===== src/rtl/fetch_sequencer.sv =====
// Instruction fetch sequencer: reads 16-bit words from instruction memory and
// assembles 16- or 32-bit instructions for the decoder, with branch redirect.
module fetch_sequencer #(
    parameter logic [23:0] RESET_PC = 24'h000000
) (
    input  logic        CLOCK_50,
    input  logic        reset,
    input  logic        run,
    input  logic        pc_load,
    input  logic [23:0] pc_load_addr,
    output logic        imem_req,
    output logic [23:0] imem_addr,
    input  logic        imem_ack,
    input  logic [15:0] imem_data,
    output logic [31:0] instr_word,
    output logic        instr_long,
    output logic [23:0] instr_pc,
    output logic        instr_valid,
    input  logic        instr_ready
);

    localparam logic [1:0] IDLE     = 2'd0;
    localparam logic [1:0] FETCH_LO = 2'd1;
    localparam logic [1:0] FETCH_HI = 2'd2;
    localparam logic [1:0] VALID    = 2'd3;

    logic [1:0]  state;
    logic [23:0] pc;
    logic        kill;
    logic [15:0] lo_word;
    logic [23:0] lo_pc;
    logic [23:0] restart_addr;
    logic        discard;

    // A redirect in the same cycle always wins over the sequential pc.
    always_comb begin
        restart_addr = pc_load ? pc_load_addr : pc;
        discard      = kill || pc_load;
    end

    // First half of a long instruction is staged here so that a killed second
    // word never leaves a partial instruction visible on the decoder outputs.
    always_ff @(posedge CLOCK_50) begin
        if (state == FETCH_LO && imem_ack && !discard) begin
            lo_word <= imem_data;
            lo_pc   <= imem_addr;
        end
    end

    always_ff @(posedge CLOCK_50) begin
        if (reset) begin
            state       <= IDLE;
            pc          <= RESET_PC;
            kill        <= 1'b0;
            imem_req    <= 1'b0;
            imem_addr   <= 24'h000000;
            instr_valid <= 1'b0;
            instr_word  <= 32'h00000000;
            instr_long  <= 1'b0;
            instr_pc    <= 24'h000000;
        end else begin
            case (state)
                IDLE: begin
                    if (pc_load) begin
                        pc <= pc_load_addr;
                    end
                    if (run) begin
                        state     <= FETCH_LO;
                        imem_req  <= 1'b1;
                        imem_addr <= restart_addr;
                    end
                end

                FETCH_LO, FETCH_HI: begin
                    if (imem_ack) begin
                        if (discard) begin
                            kill <= 1'b0;
                            if (pc_load) begin
                                pc <= pc_load_addr;
                            end
                            if (run) begin
                                state     <= FETCH_LO;
                                imem_req  <= 1'b1;
                                imem_addr <= restart_addr;
                            end else begin
                                state    <= IDLE;
                                imem_req <= 1'b0;
                            end
                        end else if (state == FETCH_LO) begin
                            pc <= pc + 24'd1;
                            if (imem_data[15]) begin
                                state     <= FETCH_HI;
                                imem_addr <= pc + 24'd1;
                            end else begin
                                state       <= VALID;
                                imem_req    <= 1'b0;
                                instr_valid <= 1'b1;
                                instr_word  <= {16'h0000, imem_data};
                                instr_long  <= 1'b0;
                                instr_pc    <= imem_addr;
                            end
                        end else begin
                            pc          <= pc + 24'd1;
                            state       <= VALID;
                            imem_req    <= 1'b0;
                            instr_valid <= 1'b1;
                            instr_word  <= {imem_data, lo_word};
                            instr_long  <= 1'b1;
                            instr_pc    <= lo_pc;
                        end
                    end else if (pc_load) begin
                        // Request must stay on the bus until acked; mark it stale.
                        pc   <= pc_load_addr;
                        kill <= 1'b1;
                    end
                end

                VALID: begin
                    if (pc_load || instr_ready) begin
                        instr_valid <= 1'b0;
                        if (pc_load) begin
                            pc <= pc_load_addr;
                        end
                        if (run) begin
                            state     <= FETCH_LO;
                            imem_req  <= 1'b1;
                            imem_addr <= restart_addr;
                        end else begin
                            state <= IDLE;
                        end
                    end
                end

                default: begin
                    state    <= IDLE;
                    imem_req <= 1'b0;
                end
            endcase
        end
    end

endmodule

===== config.mk =====
export PLATFORM = sky130hd
export DESIGN_NAME = fetch_sequencer
export DESIGN_NICKNAME = d
export VERILOG_FILES = /design/src/rtl/fetch_sequencer.sv
export SDC_FILE = /design/constraint.sdc
export NUM_CORES = 1
export LEC_CHECK = 0
export BUFFER_PORTS_ARGS = -buffer_cell sky130_fd_sc_hd__buf_2
export CAP_MARGIN = 40
export CELL_PAD_IN_SITES_DETAIL_PLACEMENT = 2
export CELL_PAD_IN_SITES_GLOBAL_PLACEMENT = 2
export CORE_MARGIN = 2
export CORE_UTILIZATION = 31
export CTS_CLUSTER_DIAMETER = 200
export DETAILED_ROUTE_END_ITERATION = 10
export PLACE_DENSITY = 0.81
export SYNTH_ARGS = -nofsm -noshare
export SYNTH_HDL_FRONTEND = slang
export SYNTH_SLANG_ARGS = --single-unit

===== constraint.sdc =====
create_clock -name CLOCK_50 -period 2.94 [get_ports CLOCK_50]
set_input_delay 0.147 -clock CLOCK_50 [delete_from_list [all_inputs] [get_ports CLOCK_50]]
set_output_delay 0.147 -clock CLOCK_50 [all_outputs]
set_load 0.05 [all_outputs]

==> qor.txt <==
Result of the run - completed
Post-synth cell types - 66
Num CTS Buffers - 17
Total power per unit cell area - 702 nW/µm²
I/O pins - 129
# resized after CTS - 0
Post-Route Hold Slack - 0.00237 ns
Sequential Power Share - 41.2%
Register-to-Register Path Depth - 9
Ys flop type - sky130_fd_sc_hd__dfxtp_1
Starting density of the core - 31.6%
CTS H-tree depth - 4
Area of the mapped netlist - 6920 µm²
Setup violation total in the final timing report - 0
Endpoint of the worst setup timing path - pc[9]
Fraction of the cycle the final worst path needs - 89.8%
Proportion of total power due to net switching - 36.3%
Clock transition time at the flip-flop clock pins of the worst setup and hold paths - 0.07 ns
Average via count per standard cell - 5.56
Peak supply drop - 337 µV
Sort of element at the end of the critical path - register
Ys Warns - 0
Slew Viols, Final - 0
Sink count of the clock tree - 150
Slew Limit Headroom - 42.8%
Slew of the pin with the lowest slew margin - 0.858 ns
WP buf/inv - 3
Final weighted congestion in routability-driven placement - 0.833
Number of antenna cells inserted - 0
Maximum frequency from static timing analysis - 0.379 GHz
Final ANT Viol Nets - 0
Root buf cell - sky130_fd_sc_hd__clkbuf_16
Leakage dissipation - 3.26 nW
Clock insertion delay at the later pin of the skew report - 0.43 ns
FF-to-FF Start - state[0]
Sum of internal, switching and leakage power - 0.00604 W
Horizontal die dimension - 153 µm
Count of flip-flops with a built-in enable after synthesis - 40
Cells along the critical path - inv_1 > ha_1 > buf_4 > nor4bb_2 > buf_4 > nand2_1 > nor3_1 > a21oi_1 > a21oi_1
Maximum count of clock buffers along a single path - 2
Sum of overflow across all layers after global routing - 0
Type of the worst setup path - reg -> reg
Required @ worst endpoint - 3.31 ns
Comb pwr share - 22.6%
Synthesized netlist net count - 773
Final critical-path required period - 2.64 ns
CP peak stage delay - 0.41 ns
Final Skew - 0.0102 ns
Via count of the first global-routing pass - 6638
Layout cells sized above 1 - 23.2%
TritonCTS clock tree - built
1st-pass router iterations - 5
Sw power - 0.00219 W
Post-detailed-route DRC marker count - 0
P&R area growth vs syn - 24.1%
Data arrival time at the worst-slack endpoint - 3.01 ns
Sum of routed wire length over all layers - 26.0 mm
First-pass GRT wire length - 40.4 mm
DPL Wire Length - 17.5 mm
Path category of the worst min-delay check - in -> reg
Total Neg Setup Slack - 0 ns
Routed vias - 6316
R2R Path End - pc[9]
Iter 0 DRT Violations - 370
CP max-delay cell - sky130_fd_sc_hd__dfxtp_1
Post-synth ARST share - 0%
Core Util, Final - 39.3%
Unrepaired setup endpoints after global routing - false
Share of the yosys chip area belonging to registers - 49.2%
Synthesized flop and latch total - 150
Tot GR Track Use - 22.0%
Maximum number of pins on one net before global-route repair - 74
Largest driver fanout on the critical path - 14
Average cell area after synthesis - 9.60 µm²
Hold Violations, Final - 0
Die Span Y - 153 µm
Worst min-delay path startpoint - pc_load_addr[16]
Max-capacitance violation count - 0
Kind of cell adding the most delay to the critical path - simple AND/OR/NAND/NOR gates
Post-layout worst setup margin - 0.299 ns
Clk network pwr share - 36.2%
Nets - 895
Element type at the critical path start - register
Detailed-route wire length per cell - 22.9 µm
Number of antenna violations at the first check in global routing - 0
Path length in cells of the critical path - 9
Launching element of the worst setup path - state[0]
Worst reg2reg setup slack - 0.30 ns
Std cell rows - 54
Internal - 0.00385 W
Area of the core - 21900 µm²
Synth Instances - 721
Die Outline Area - 23500 µm²
Count of port buffers added during placement - 128
Pre-CTS WS - 0.382 ns
==> placed cells by master (no fill, tap or decap), types with 7 or more instances in the layout <==
cell type                       instances
sky130_fd_sc_hd__a211oi_1              48
sky130_fd_sc_hd__a21oi_1               52
sky130_fd_sc_hd__a22oi_1               16
sky130_fd_sc_hd__a31oi_1               11
sky130_fd_sc_hd__buf_2                127
sky130_fd_sc_hd__buf_4                 21
sky130_fd_sc_hd__clkbuf_16             17
sky130_fd_sc_hd__dfxtp_1              110
sky130_fd_sc_hd__dlygate4sd3_1         16
sky130_fd_sc_hd__edfxtp_1              40
sky130_fd_sc_hd__mux2i_1               49
sky130_fd_sc_hd__nand2_1               35
sky130_fd_sc_hd__nand3_1               15
sky130_fd_sc_hd__nand4_1               10
sky130_fd_sc_hd__nor2_1                90
sky130_fd_sc_hd__nor2b_1               10
sky130_fd_sc_hd__nor3_1                15
sky130_fd_sc_hd__o21ai_0               11
sky130_fd_sc_hd__o21ai_1               29
sky130_fd_sc_hd__xnor2_1                8
sky130_fd_sc_hd__xor2_1                 7
==> worst min path at each step <==
stage,endpoint,cells past startpoint
finish,pc[16],3
detailed placement,lo_word[11],1
global route,pc[16],3
CTS,pc[16],3
floorplan,lo_word[0],0
global placement,lo_word[4],1
==> layer usage <==
layer | vias up | GRT usage (%) | routed length, µm
met3 | 41 | 3.91 | 1090
li1 | 2935 | - | -
met1 | 3178 | 29.1 | 11700
met5 | - | 0 | 0
met4 | 0 | 6.03 | 518
met2 | 162 | 37.1 | 12700
==> synthesized netlist by cell type (3+ instances only) <==
library cell,number,area [µm²]
sky130_fd_sc_hd__a2111oi_0,3,26.3
sky130_fd_sc_hd__a211oi_1,48,360
sky130_fd_sc_hd__a21oi_1,52,260
sky130_fd_sc_hd__a22oi_1,16,120
sky130_fd_sc_hd__a311oi_1,3,26.3
sky130_fd_sc_hd__a31oi_1,11,68.8
sky130_fd_sc_hd__and3_1,6,37.5
sky130_fd_sc_hd__and4_1,5,43.8
sky130_fd_sc_hd__buf_2,27,135
sky130_fd_sc_hd__clkbuf_1,34,128
sky130_fd_sc_hd__dfxtp_1,110,2200
sky130_fd_sc_hd__edfxtp_1,40,1200
sky130_fd_sc_hd__ha_1,6,75.1
sky130_fd_sc_hd__inv_1,5,18.8
sky130_fd_sc_hd__mux2i_1,49,490
sky130_fd_sc_hd__nand2_1,35,131
sky130_fd_sc_hd__nand3_1,15,75.1
sky130_fd_sc_hd__nand4_1,10,62.6
sky130_fd_sc_hd__nor2_1,90,338
sky130_fd_sc_hd__nor2b_1,10,62.6
sky130_fd_sc_hd__nor3_1,15,75.1
sky130_fd_sc_hd__nor3b_1,3,22.5
sky130_fd_sc_hd__nor4_1,3,18.8
sky130_fd_sc_hd__o2111ai_1,4,35.0
sky130_fd_sc_hd__o21a_1,5,37.5
sky130_fd_sc_hd__o21ai_0,11,55.1
sky130_fd_sc_hd__o21ai_1,29,145
sky130_fd_sc_hd__o21bai_1,5,37.5
sky130_fd_sc_hd__o221a_1,3,33.8
sky130_fd_sc_hd__o221ai_1,5,43.8
sky130_fd_sc_hd__o22ai_1,4,25.0
sky130_fd_sc_hd__xnor2_1,8,70.1
sky130_fd_sc_hd__xor2_1,7,61.3
==> timing repair <==
action                                 4_1_cts  5_1_grt
hold buffers                                16        0
endpoints found under the hold margin       17        0
setup endpoints to repair                    0        0
buffers inserted                             0        0
==> cell families after synthesis <==
logic type | Yosys count | share of synthesized area (%)
compound gates | 218 | 20.9
buf+inv | 70 | 4.34
simple gates | 213 | 15.5
mux | 49 | 7.08
fa+ha+maj | 6 | 1.08
flops | 150 | 49.2
xor+xnor | 15 | 1.90
==> sequential cells by signal (all words and copies together), names as in the netlist <==
register and flops:
kill 1, lo_pc 24, instr_long 1, imem_addr 24, lo_word 16, instr_valid 1, instr_pc 24, pc 24
instr_word 32, state 2, imem_req 1
==> power by group through the flow <==
stage          sequential (W)  combinational, W  clock [W]
6_report              0.00249           0.00137    0.00218
5_1_grt               0.00251           0.00145    0.00230
4_1_cts               0.00248           0.00136    0.00221
3_5_place_dp          0.00253           0.00133          0
3_3_place_gp          0.00251           0.00129          0
2_1_floorplan         0.00279          0.000635          0
==> worst min-delay path, stage by stage <==
cell and delay [ns]:
sky130_fd_sc_hd__buf_2 0.09, sky130_fd_sc_hd__o21ai_0 0.06, sky130_fd_sc_hd__a21oi_1 0.10
==> layout make-up <==
| type | instances | area (µm²) |
|---|---|---|
| sequential | 150 | 3400 |
| multi-input combinational | 501 | 3240 |
| tap | 280 | 350 |
| timing repair buffer | 166 | 985 |
| clock inverter | 15 | 168 |
| fill | 2408 | 13300 |
| inverter | 7 | 26.3 |
| clock buffer | 17 | 425 |
==> metrics by stage <==
step           cells  instance area [µm²]
3_5_place_dp    1088                 7840
5_1_grt         1136                 8600
2_1_floorplan    721                 6920
4_1_cts         1136                 8600
3_3_place_gp    1087                 7830
6_report        1136                 8600
Note: power is estimated with default switching activity, not from simulation.
